===== config.mk =====
export PLATFORM = sky130hd
export DESIGN_NAME = audio_bus_master
export DESIGN_NICKNAME = d
export VERILOG_FILES = /design/src/rtl/audio_bus_master.sv
export SDC_FILE = /design/constraint.sdc
export NUM_CORES = 1
export LEC_CHECK = 0
export CAP_MARGIN = 20
export CORE_ASPECT_RATIO = 0.8
export CORE_UTILIZATION = 36
export CTS_BUF_LIST = sky130_fd_sc_hd__clkbuf_2 sky130_fd_sc_hd__clkbuf_4 sky130_fd_sc_hd__clkbuf_8
export DETAILED_ROUTE_END_ITERATION = 12
export PLACE_DENSITY = 0.75
export SKIP_LAST_GASP = 1
export SYNTH_ARGS = -nofsm -noshare
export SYNTH_HDL_FRONTEND = slang
export SYNTH_SLANG_ARGS = --single-unit

===== constraint.sdc =====
create_clock -name clk -period 5.1 [get_ports clk]
set_input_delay 0.51 -clock clk [delete_from_list [all_inputs] [get_ports clk]]
set_output_delay 0.51 -clock clk [all_outputs]
set_load 0.01 [all_outputs]

===== src/rtl/audio_bus_master.sv =====
// audio_bus_master
// Initiator on the Computer_System external bus bridge that streams stereo
// samples into the audio core DAC FIFOs. Each buffered stereo sample is sent
// in three steps. First the FIFOSPACE register is polled. When both the left
// and the right write-space counts are nonzero, the left sample is written and
// then the right sample. When either FIFO is full, the block waits POLL_GAP
// cycles and polls again.
//
// Optional feature: define ACK_TIMEOUT_EN to abandon a request whose
// acknowledge has not arrived within TIMEOUT_CYC cycles. The FSM then backs off
// to WAIT and later restarts the pair from a fresh poll. The buffered sample is
// kept. Without the macro the block waits for an acknowledge indefinitely, and
// timeout_err is tied low.
module audio_bus_master #(
   parameter int                ADDR_W      = 16,
   parameter logic [ADDR_W-1:0] BASE_ADDR   = 16'h3040,
   parameter int                DATA_W      = 32,
   parameter int                POLL_GAP    = 4,
   parameter int                TIMEOUT_CYC = 1024
) (
   input  logic              clk,
   input  logic              reset,
   input  logic              sample_valid,
   output logic              sample_ready,
   input  logic [DATA_W-1:0] sample_left,
   input  logic [DATA_W-1:0] sample_right,
   output logic [ADDR_W-1:0] bus_addr,
   output logic [3:0]        bus_byte_enable,
   output logic              bus_read,
   output logic              bus_write,
   output logic [DATA_W-1:0] bus_write_data,
   input  logic              bus_ack,
   input  logic [DATA_W-1:0] bus_read_data,
   output logic [31:0]       samples_written,
   output logic              timeout_err
);

   typedef enum logic [2:0] {
      IDLE,
      POLL,
      CHECK,
      WAIT,
      WR_L,
      WR_R
   } state_t;

   localparam logic [ADDR_W-1:0] FifoSpaceAddr = BASE_ADDR + ADDR_W'(4);
   localparam logic [ADDR_W-1:0] LeftAddr      = BASE_ADDR + ADDR_W'(8);
   localparam logic [ADDR_W-1:0] RightAddr     = BASE_ADDR + ADDR_W'(12);
   localparam int                GapW          = (POLL_GAP > 1) ? $clog2(POLL_GAP) : 1;
   localparam logic [GapW-1:0]   GapLast       = GapW'(POLL_GAP - 1);

   state_t            r_state;
   state_t            w_stateNext;
   logic              r_alive;
   logic              r_bufFull;
   logic [DATA_W-1:0] r_left;
   logic [DATA_W-1:0] r_right;
   logic              r_read;
   logic              r_write;
   logic [ADDR_W-1:0] r_addr;
   logic [DATA_W-1:0] r_wdata;
   logic [7:0]        r_wslc;
   logic [7:0]        r_wsrc;
   logic [GapW-1:0]   r_gapCnt;
   logic [31:0]       r_samplesWritten;

   logic              w_readNext;
   logic              w_writeNext;
   logic [ADDR_W-1:0] w_addrNext;
   logic [DATA_W-1:0] w_wdataNext;
   logic [7:0]        w_wslcNext;
   logic [7:0]        w_wsrcNext;
   logic [GapW-1:0]   w_gapNext;
   logic [31:0]       w_countNext;
   logic              w_bufRelease;
   logic              w_ready;
   logic              w_capture;
   logic [15:0]       w_unusedRdBits;

   assign w_ready        = r_alive & ~r_bufFull;
   assign w_capture      = sample_valid & w_ready;
   assign w_unusedRdBits = bus_read_data[15:0];

`ifdef ACK_TIMEOUT_EN
   localparam int             ToW    = (TIMEOUT_CYC > 1) ? $clog2(TIMEOUT_CYC) : 1;
   localparam logic [ToW-1:0] ToLast = ToW'(TIMEOUT_CYC - 1);

   logic [ToW-1:0] r_toCnt;
   logic           r_timeoutErr;
   logic           w_toFire;

   assign w_toFire = (r_read | r_write) & ~bus_ack & (r_toCnt == ToLast);

   // Count the cycles an outstanding strobe has waited, and flag the cycle it gives up
   always_ff @(posedge clk or posedge reset) begin
      if (reset) begin
         r_toCnt      <= '0;
         r_timeoutErr <= 1'b0;
      end else begin
         r_timeoutErr <= w_toFire;
         if (!(r_read | r_write) || bus_ack || w_toFire) begin
            r_toCnt <= '0;
         end else begin
            r_toCnt <= r_toCnt + ToW'(1);
         end
      end
   end

   assign timeout_err = r_timeoutErr;
`else
   logic [31:0] w_unusedTimeout;
   assign w_unusedTimeout = 32'(TIMEOUT_CYC);
   assign timeout_err     = 1'b0;
`endif

   // Sequence poll / decide / back-off / left write / right write and compute the next bus request
   always_comb begin
      w_stateNext  = r_state;
      w_readNext   = r_read;
      w_writeNext  = r_write;
      w_addrNext   = r_addr;
      w_wdataNext  = r_wdata;
      w_wslcNext   = r_wslc;
      w_wsrcNext   = r_wsrc;
      w_gapNext    = r_gapCnt;
      w_countNext  = r_samplesWritten;
      w_bufRelease = 1'b0;

      case (r_state)
         IDLE: begin
            if (r_bufFull) begin
               w_stateNext = POLL;
            end
         end
         POLL: begin
            if (!r_read) begin
               w_readNext = 1'b1;
               w_addrNext = FifoSpaceAddr;
            end else if (bus_ack) begin
               w_readNext  = 1'b0;
               w_addrNext  = '0;
               w_wslcNext  = bus_read_data[31:24];
               w_wsrcNext  = bus_read_data[23:16];
               w_stateNext = CHECK;
            end
         end
         CHECK: begin
            if ((r_wslc != 8'd0) && (r_wsrc != 8'd0)) begin
               w_stateNext = WR_L;
            end else begin
               w_gapNext   = '0;
               w_stateNext = WAIT;
            end
         end
         WAIT: begin
            if (r_gapCnt == GapLast) begin
               w_gapNext   = '0;
               w_stateNext = POLL;
            end else begin
               w_gapNext = r_gapCnt + GapW'(1);
            end
         end
         WR_L: begin
            if (!r_write) begin
               w_writeNext = 1'b1;
               w_addrNext  = LeftAddr;
               w_wdataNext = r_left;
            end else if (bus_ack) begin
               w_writeNext = 1'b0;
               w_addrNext  = '0;
               w_wdataNext = '0;
               w_stateNext = WR_R;
            end
         end
         WR_R: begin
            if (!r_write) begin
               w_writeNext = 1'b1;
               w_addrNext  = RightAddr;
               w_wdataNext = r_right;
            end else if (bus_ack) begin
               w_writeNext  = 1'b0;
               w_addrNext   = '0;
               w_wdataNext  = '0;
               w_countNext  = r_samplesWritten + 32'd1;
               w_bufRelease = 1'b1;
               w_stateNext  = IDLE;
            end
         end
         default: begin
            w_stateNext = IDLE;
         end
      endcase

`ifdef ACK_TIMEOUT_EN
      if (w_toFire) begin
         w_readNext  = 1'b0;
         w_writeNext = 1'b0;
         w_addrNext  = '0;
         w_wdataNext = '0;
         w_gapNext   = '0;
         w_stateNext = WAIT;
      end
`endif
   end

   // State register
   always_ff @(posedge clk or posedge reset) begin
      if (reset) begin
         r_state <= IDLE;
      end else begin
         r_state <= w_stateNext;
      end
   end

   // Registered bus request, FIFOSPACE snapshot, back-off counter and pair counter
   always_ff @(posedge clk or posedge reset) begin
      if (reset) begin
         r_read           <= 1'b0;
         r_write          <= 1'b0;
         r_addr           <= '0;
         r_wdata          <= '0;
         r_wslc           <= '0;
         r_wsrc           <= '0;
         r_gapCnt         <= '0;
         r_samplesWritten <= '0;
      end else begin
         r_read           <= w_readNext;
         r_write          <= w_writeNext;
         r_addr           <= w_addrNext;
         r_wdata          <= w_wdataNext;
         r_wslc           <= w_wslcNext;
         r_wsrc           <= w_wsrcNext;
         r_gapCnt         <= w_gapNext;
         r_samplesWritten <= w_countNext;
      end
   end

   // One-deep stereo sample buffer; ready stays low until the first clock after reset
   always_ff @(posedge clk or posedge reset) begin
      if (reset) begin
         r_alive   <= 1'b0;
         r_bufFull <= 1'b0;
         r_left    <= '0;
         r_right   <= '0;
      end else begin
         r_alive <= 1'b1;
         if (w_bufRelease) begin
            r_bufFull <= 1'b0;
         end else if (w_capture) begin
            r_bufFull <= 1'b1;
            r_left    <= sample_left;
            r_right   <= sample_right;
         end
      end
   end

   assign sample_ready    = w_ready;
   assign bus_read        = r_read;
   assign bus_write       = r_write;
   assign bus_addr        = r_addr;
   assign bus_write_data  = r_wdata;
   assign bus_byte_enable = (r_read | r_write) ? 4'hF : 4'h0;
   assign samples_written = r_samplesWritten;

endmodule


# [Yosys cells after proc, flatten, opt, wreduce, memory -nomap -nowiden]
# Cells that the tools add are included.
[totals] regBits=169 in_bits=100
[op_classes] addsub=2 n_eq_ne=15 mux=31 bitwise_logic=5 n_reduce_logical=14
[ops] cell="32-bit 2-to-1 mux" count=3
[ops] cell="16-bit 2-to-1 mux" count=4
[ops] cell="32-bit case mux with 2 select lines" count=1
[ops] cell="16-bit case mux with 3 select lines" count=1
[ops] cell="32-bit by 1-bit adder with 32-bit output (second input constant)" count=1
[ops] cell="3-bit 2-to-1 mux" count=9
[ops] cell="2-bit != test (second input constant)" count=9
[ops] cell="3-bit case mux with 6 select lines" count=1
[ops] cell="8-bit nonzero test" count=2
[ops] cell="1-bit 2-to-1 mux" count=8
[ops] cell="8-bit AND reduction" count=1
[ops] cell="3-bit by 2-bit equality test with 1-bit output (second input constant)" count=2
[ops] cell="3-bit equality test (second input constant)" count=2
[ops] cell="3-bit AND reduction" count=2
[ops] cell="2-bit nonzero test" count=3
[ops] cell="2-bit 2-to-1 mux" count=2
[ops] cell="4-bit 2-to-1 mux" count=1
[ops] cell="2-bit case mux with 2 select lines" count=1
[ops] cell="2-bit AND reduction" count=2
[ops] cell="3-bit by 1-bit equality test with 1-bit output (second input constant)" count=1
[ops] cell="3-bit zero test" count=1
[ops] cell="3-bit nonzero test" count=1
[ops] cell="2-bit by 1-bit adder with 2-bit output (second input constant)" count=1
[ops] cell="1-bit bitwise AND" count=2
[ops] cell="other kinds (5)" count=6

# [Logic depth before layout (Yosys ltp)]
[logic_depth] word_depth=5 ltp_mapped=6 ltp_nobuf=5

# [Worst setup path after synthesis]
# OpenSTA, ideal clock, no wires.
[synth_path] path_kind="input-to-reg" startpoint="input bus_ack" endpoint="register r_samplesWritten[18], in the netlist samples_written[18]" setup_time_ns=0.079 arrival_time_ns=1.854 required_ns=5.021 slack_ns=3.167 cell_stages=6 path_cell_list="buf_4 > nand3_2 > or4_4 > buf_6 > nor4_1 > xor2_1"
[synth_via] elab_chain_len=1
[synth_lines] element="from (decl)" line_no="32" text="input logic bus_ack,"
[synth_lines] element="3-bit AND reduction (no source line)"
[synth_lines] element="to (signal assigned)" line_no="235" text="r_samplesWritten <= w_countNext;"
[synth_lines] element="to (decl)" line_no="66" text="logic [31:0] r_samplesWritten;"
# No other way between the ends.
# A chain may end at the register's enable or synchronous reset.

# [Final worst setup path]
[layout_path] startpoint="register r_state[0]" endpoint="register r_left[7]"
[layout_via] elab_chain_len=4
[layout_lines] element="from (decl)" line_no="53" text="state_t r_state;"
[layout_lines] element="from (signal assigned)" line_no="212" text="r_state <= w_stateNext;"
[layout_lines] element="3-bit equality test" line_no="130" text="case (r_state)"
[layout_lines] element="1-bit 2-to-1 mux" line_no="130"
[layout_lines] element="1-bit NOT (no source line)"
[layout_lines] element="2-bit AND reduction (no source line)"
[layout_lines] element="to (signal assigned)" line_no="252" text="r_left <= sample_left;"
[layout_lines] element="to (decl)" line_no="57" text="logic [DATA_W-1:0] r_left;"
# No other way between the ends.

==> impl.org <==
** Placement
- Input and output buffers added on the ports amount to 170.
- Weighted congestion at the end of routability-driven global placement :: just under 0.8
- The HPWL after detailed placement is 10600 µm.

** Setup path
- Dominant delay contributor by cell family on the critical path :: buffers and inverters
- For this run, the slowest stage of the critical path takes 0.63 ns.
- RR Startpoint :: r_state[0]$_DFFE_PP0P_
- Together, buffers and inverters on the worst path number 2.
- On the critical path, the stage with the largest delay is an instance of buf_4.
- Most used cell, CP :: buf_4
- WP data arrival :: 3.25 ns
- Maximum fanout along the worst path :: 64
- At the worst endpoint, the required time is 5.44 ns.
- The critical path goes through nand3b_1 -> buf_4 -> nor2_2 -> nor3_4 -> buf_4 -> mux2_2.
- Tracing the worst setup path back leads to its startpoint at r_state[0]$_DFFE_PP0P_.
- Crit Path Class :: flip-flop to flip-flop
- STA classifies the critical path startpoint as a flip-flop.
- The worst setup path is captured at a flip-flop.

** Detailed routing
- Detailed-route DRC error count :: 0
- Initial DRC count :: 267
- Signal routing reaches up to met4.
- Met2 layer wire length in the routed design :: 7010 µm
- Met3 wire length :: 1020 µm
- The detail route stage leaves a number of antenna-violating nets equal to 0.
- Wires add up to 15500 µm.
- Vias post-DR :: 4725
- After detailed routing, the average wire length per cell comes to 15.7 µm.
- Via density per instance :: approximately 4.8
- Routed metal-1 wirelength :: 7300 µm
- The first TritonRoute pass finished after 4 iterations.

** Logic synthesis
- Synthesis Warnings :: 0
- The share of synthesized area in the top cell type comes to 60.1%.
- Net count of the mapped netlist :: 655
- After Yosys synthesis, and, or, nand and nor cells account for 11.3% of the synthesized area.
- Synthesis handed over a netlist of approximately 550 instances.
- In this run the mean area of a mapped cell was 12.7 µm².
- After synthesis, the netlist uses 44 different library cells.
- Of the total synthesized cell area, the portion taken by full adders, half adders and majority gates is 0.356%.
- Primary flip-flop cell chosen by synthesis mapping :: dfrtp_1
- Cell with the most instances after synthesis :: dfrtp_1
- The share of the Yosys chip area taken by registers is 60.1%.
- Top cells by area in the synthesized netlist :: dfrtp_1 (60%), mux2_2 (12%), mux2i_1 (4.7%)
- The commonest cells after synthesis are dfrtp_1 (169), mux2_2 (76), nand2_1 (50).
- The largest total area in the synthesized netlist belongs to dfrtp_1.
- The synthesized netlist devotes 3.86% of its cell area to XOR and XNOR gates.
- Number of synthesized register bits :: 169
- Yosys mapped a number of flops with a built-in enable equal to 0.
- Dominant combinational cell family by area after synthesis :: multiplexers
- In this run the cell area of the synthesized design comes to slightly above 0.007 mm².
- Summing the areas of all compound-gate instances in the mapped netlist gives under 10% of the synthesized area.
- Multiplexer cells account for 17.7% of the synthesized area.
- Of all flip-flops after synthesis, the portion carrying an async set or reset was 100%.

** Timing
- For the final routed database, the setup TNS stands at 0 ns.
- After layout, the minimum clock period comes to 2.91 ns.
- The max-slew violation count was 0.
- Peak Freq :: 343 MHz
- Number of failing hold endpoints at the final stage :: 0
- Setup violations remaining at the end of the flow were counted as 0.
- On the final layout, the worst clock skew is 0.0137 ns.
- RSZ-0062 raised after global routing :: no
- Measured against its own limit, the worst slew margin works out to 34.7%.
- Final period util :: 57.1%
- At the pin with the least slew margin, the transition time is 0.976 ns.
- Across all hold checks on the routed design, the worst slack comes to 0.471 ns.

** Power and ir drop
- Switching portion of total power :: 30.7%
- Power density cells :: approximately 470 mW/mm²
- For this design the total switching power over the nets is 0.00135 W.
- Part of the total power dissipated in sequential elements :: 47.4%
- Clock power share :: 22.4%
- Static Leak :: roughly 4.2 nW
- Peak ir drop on the vdd network :: 0.194 mV
- Cell internal power was estimated by the tool at 0.00304 W.
- The share of total power dissipated in combinational logic is 30.2%.

** Floorplan
- Once the floorplan was initialized, standard cells occupied 37.0% of the core.
- For this design the top-level I/O count stands at roughly 190.
- From left edge to right edge, the die measures 158 µm.
- The floorplan step set the die height to between 100 and 150 µm.
- Number of placement rows :: between 40 and 50
- The core region is 0.0190 mm².
- The floorplan step defined a die boundary enclosing 0.0201 mm².

** Global routing
- Antenna violations before repair :: 0
- Remaining global-route overflow :: 0
- Global routing used between 10% and 20% of the available tracks across all layers.
- The via count of the first global-routing pass came to 4809.
- Pin count of the biggest net entering global routing :: 88
- The first global-routing pass estimated ~25000 µm of wire.

** Cells and area
- Signed area change from the synthesized netlist to the final layout :: 33.2%
- Diode insertion count for antenna repair :: 0
- In the final layout, the share of cells above drive strength 1 is 16.9%.
- After the last flow step, the layout net total stands at 820.

** Hold path
- Hold crit path type :: flip-flop to flip-flop
- The startpoint identified for the worst hold timing path is samples_written[31]$_DFFE_PP0P_.

** Clock network
- CTS built an H-tree with a depth of 4.
- After clock tree synthesis, the repair step resized 0 gates.
- The number of hold buffers added after CTS was 0.
- After clock tree synthesis, the setup repair step added 0 buffers.
- Root Buffer Master :: clkbuf_8
- TritonCTS clock tree :: done
- Clock Sink Count :: 169
- Number of buffers created by CTS :: 17
- Clock-pin slew was measured on the worst setup and hold paths at 0.09 ns.
- The later pin in the worst-skew pair is clocked with a latency of 0.46 ns.
- In this run the deepest clock path goes through 2 buffers.

** Outcome
- The run finished with clean final reports.

** Job
- Number of max-cap violations :: 0
==> metal layers <==
metal	track usage [%]	up-vias
li1	-	2258
met1	22.7	2339
met2	24.5	117
met3	5.97	11
met4	4.52	0
met5	0	-
==> area by class of cell <==
class | instances | area [µm²]
Tap cell | 258 | 323
Timing Repair Buffer | 174 | 1740
Inverter | 9 | 38.8
Multi-Input combinational cell | 347 | 2630
Clock buffer | 17 | 234
Sequential cell | 169 | 4230
Clock inverter | 13 | 171
Fill cell | 1726 | 9660
==> registers in the layout, indices dropped and copies added (netlist names) <==
name             flops
r_wslc               8
bus_write            1
samples_written     32
r_gapCnt             2
r_bufFull            1
bus_addr            16
r_right             32
r_state              3
r_alive              1
r_left              32
bus_write_data      32
r_wsrc               8
bus_read             1
==> through the flow <==
| step | util (%) | setup WS, ns | instance area (µm²) | instances | total power, W |
|---|---|---|---|---|---|
| after floorplan | - | 0.0149 | 7040 | 553 | 0.00291 |
| after global placement | 47.1 | 2.18 | 8970 | 957 | 0.00341 |
| after detailed placement | 47.1 | 2.15 | 8970 | 957 | 0.00346 |
| after CTS | 49.3 | 2.15 | 9370 | 987 | 0.00447 |
| after global routing | 49.3 | 1.98 | 9370 | 987 | 0.00471 |
| final | 49.3 | 2.19 | 9370 | 987 | 0.00440 |
==> kinds of logic (layout without fill, tap and decap cells) <==
| logic type | Yosys count | count (layout) |
|---|---|---|
| flip-flops | 169 | 169 |
| AND/OR/NAND/NOR | 149 | 149 |
| multiplexers | 114 | 114 |
| AO/OA/AOI/OAI | 49 | 49 |
| buffers and inverters | 37 | 213 |
| XOR/XNOR | 31 | 31 |
| adder cells (fa/ha/maj) | 2 | 2 |
| other | 2 | 2 |
==> power by group through the flow <==
stage	combinational (W)	clock (W)	sequential, W
6_report	0.00133	0.000985	0.00208
5_1_grt	0.00147	0.00109	0.00215
4_1_cts	0.00135	0.00103	0.00209
3_5_place_dp	0.00135	0	0.00211
3_3_place_gp	0.00132	0	0.00209
2_1_floorplan	0.000839	0	0.00207
==> final timing paths <==
kind | slack (ns) | depth (start not counted) | endpoint
worst min register to register | 0.47 | 1 | samples_written[31]$_DFFE_PP0P_
worst max register to register | 2.19 | 6 | r_left[7]$_DFFE_PP0P_
worst min-delay path | 0.47 | 1 | samples_written[31]$_DFFE_PP0P_
worst max-delay path | 2.19 | 6 | r_left[7]$_DFFE_PP0P_
max in group asynchronous | 3.58 | 3 | r_wslc[0]$_DFFE_PP0P_
min in group asynchronous | 0.54 | 2 | bus_write_data[28]$_DFFE_PP0N_
==> cells in the final DEF, fill, tap and decap left out, drive strengths merged, types with 2 or more instances in the layout <==
| cell type | instances |
|---|---|
| a21o | 4 |
| a21oi | 2 |
| a31o | 2 |
| and2 | 11 |
| and3 | 3 |
| and4 | 5 |
| buf | 4 |
| bufinv | 3 |
| clkbuf | 17 |
| clkdlybuf4s50 | 170 |
| clkinv | 3 |
| clkinvlp | 4 |
| conb | 2 |
| dfrtp | 169 |
| ha | 2 |
| inv | 12 |
| mux2 | 81 |
| mux2i | 33 |
| nand2 | 50 |
| nand2b | 2 |
| nand3 | 17 |
| nand3b | 2 |
| nand4 | 8 |
| nor2 | 19 |
| nor2b | 5 |
| nor3 | 5 |
| nor4 | 11 |
| o21ai | 36 |
| o31ai | 3 |
| or2 | 2 |
| or4 | 6 |
| xnor2 | 16 |
| xor2 | 15 |
Note: power is estimated with default switching activity, not from simulation.
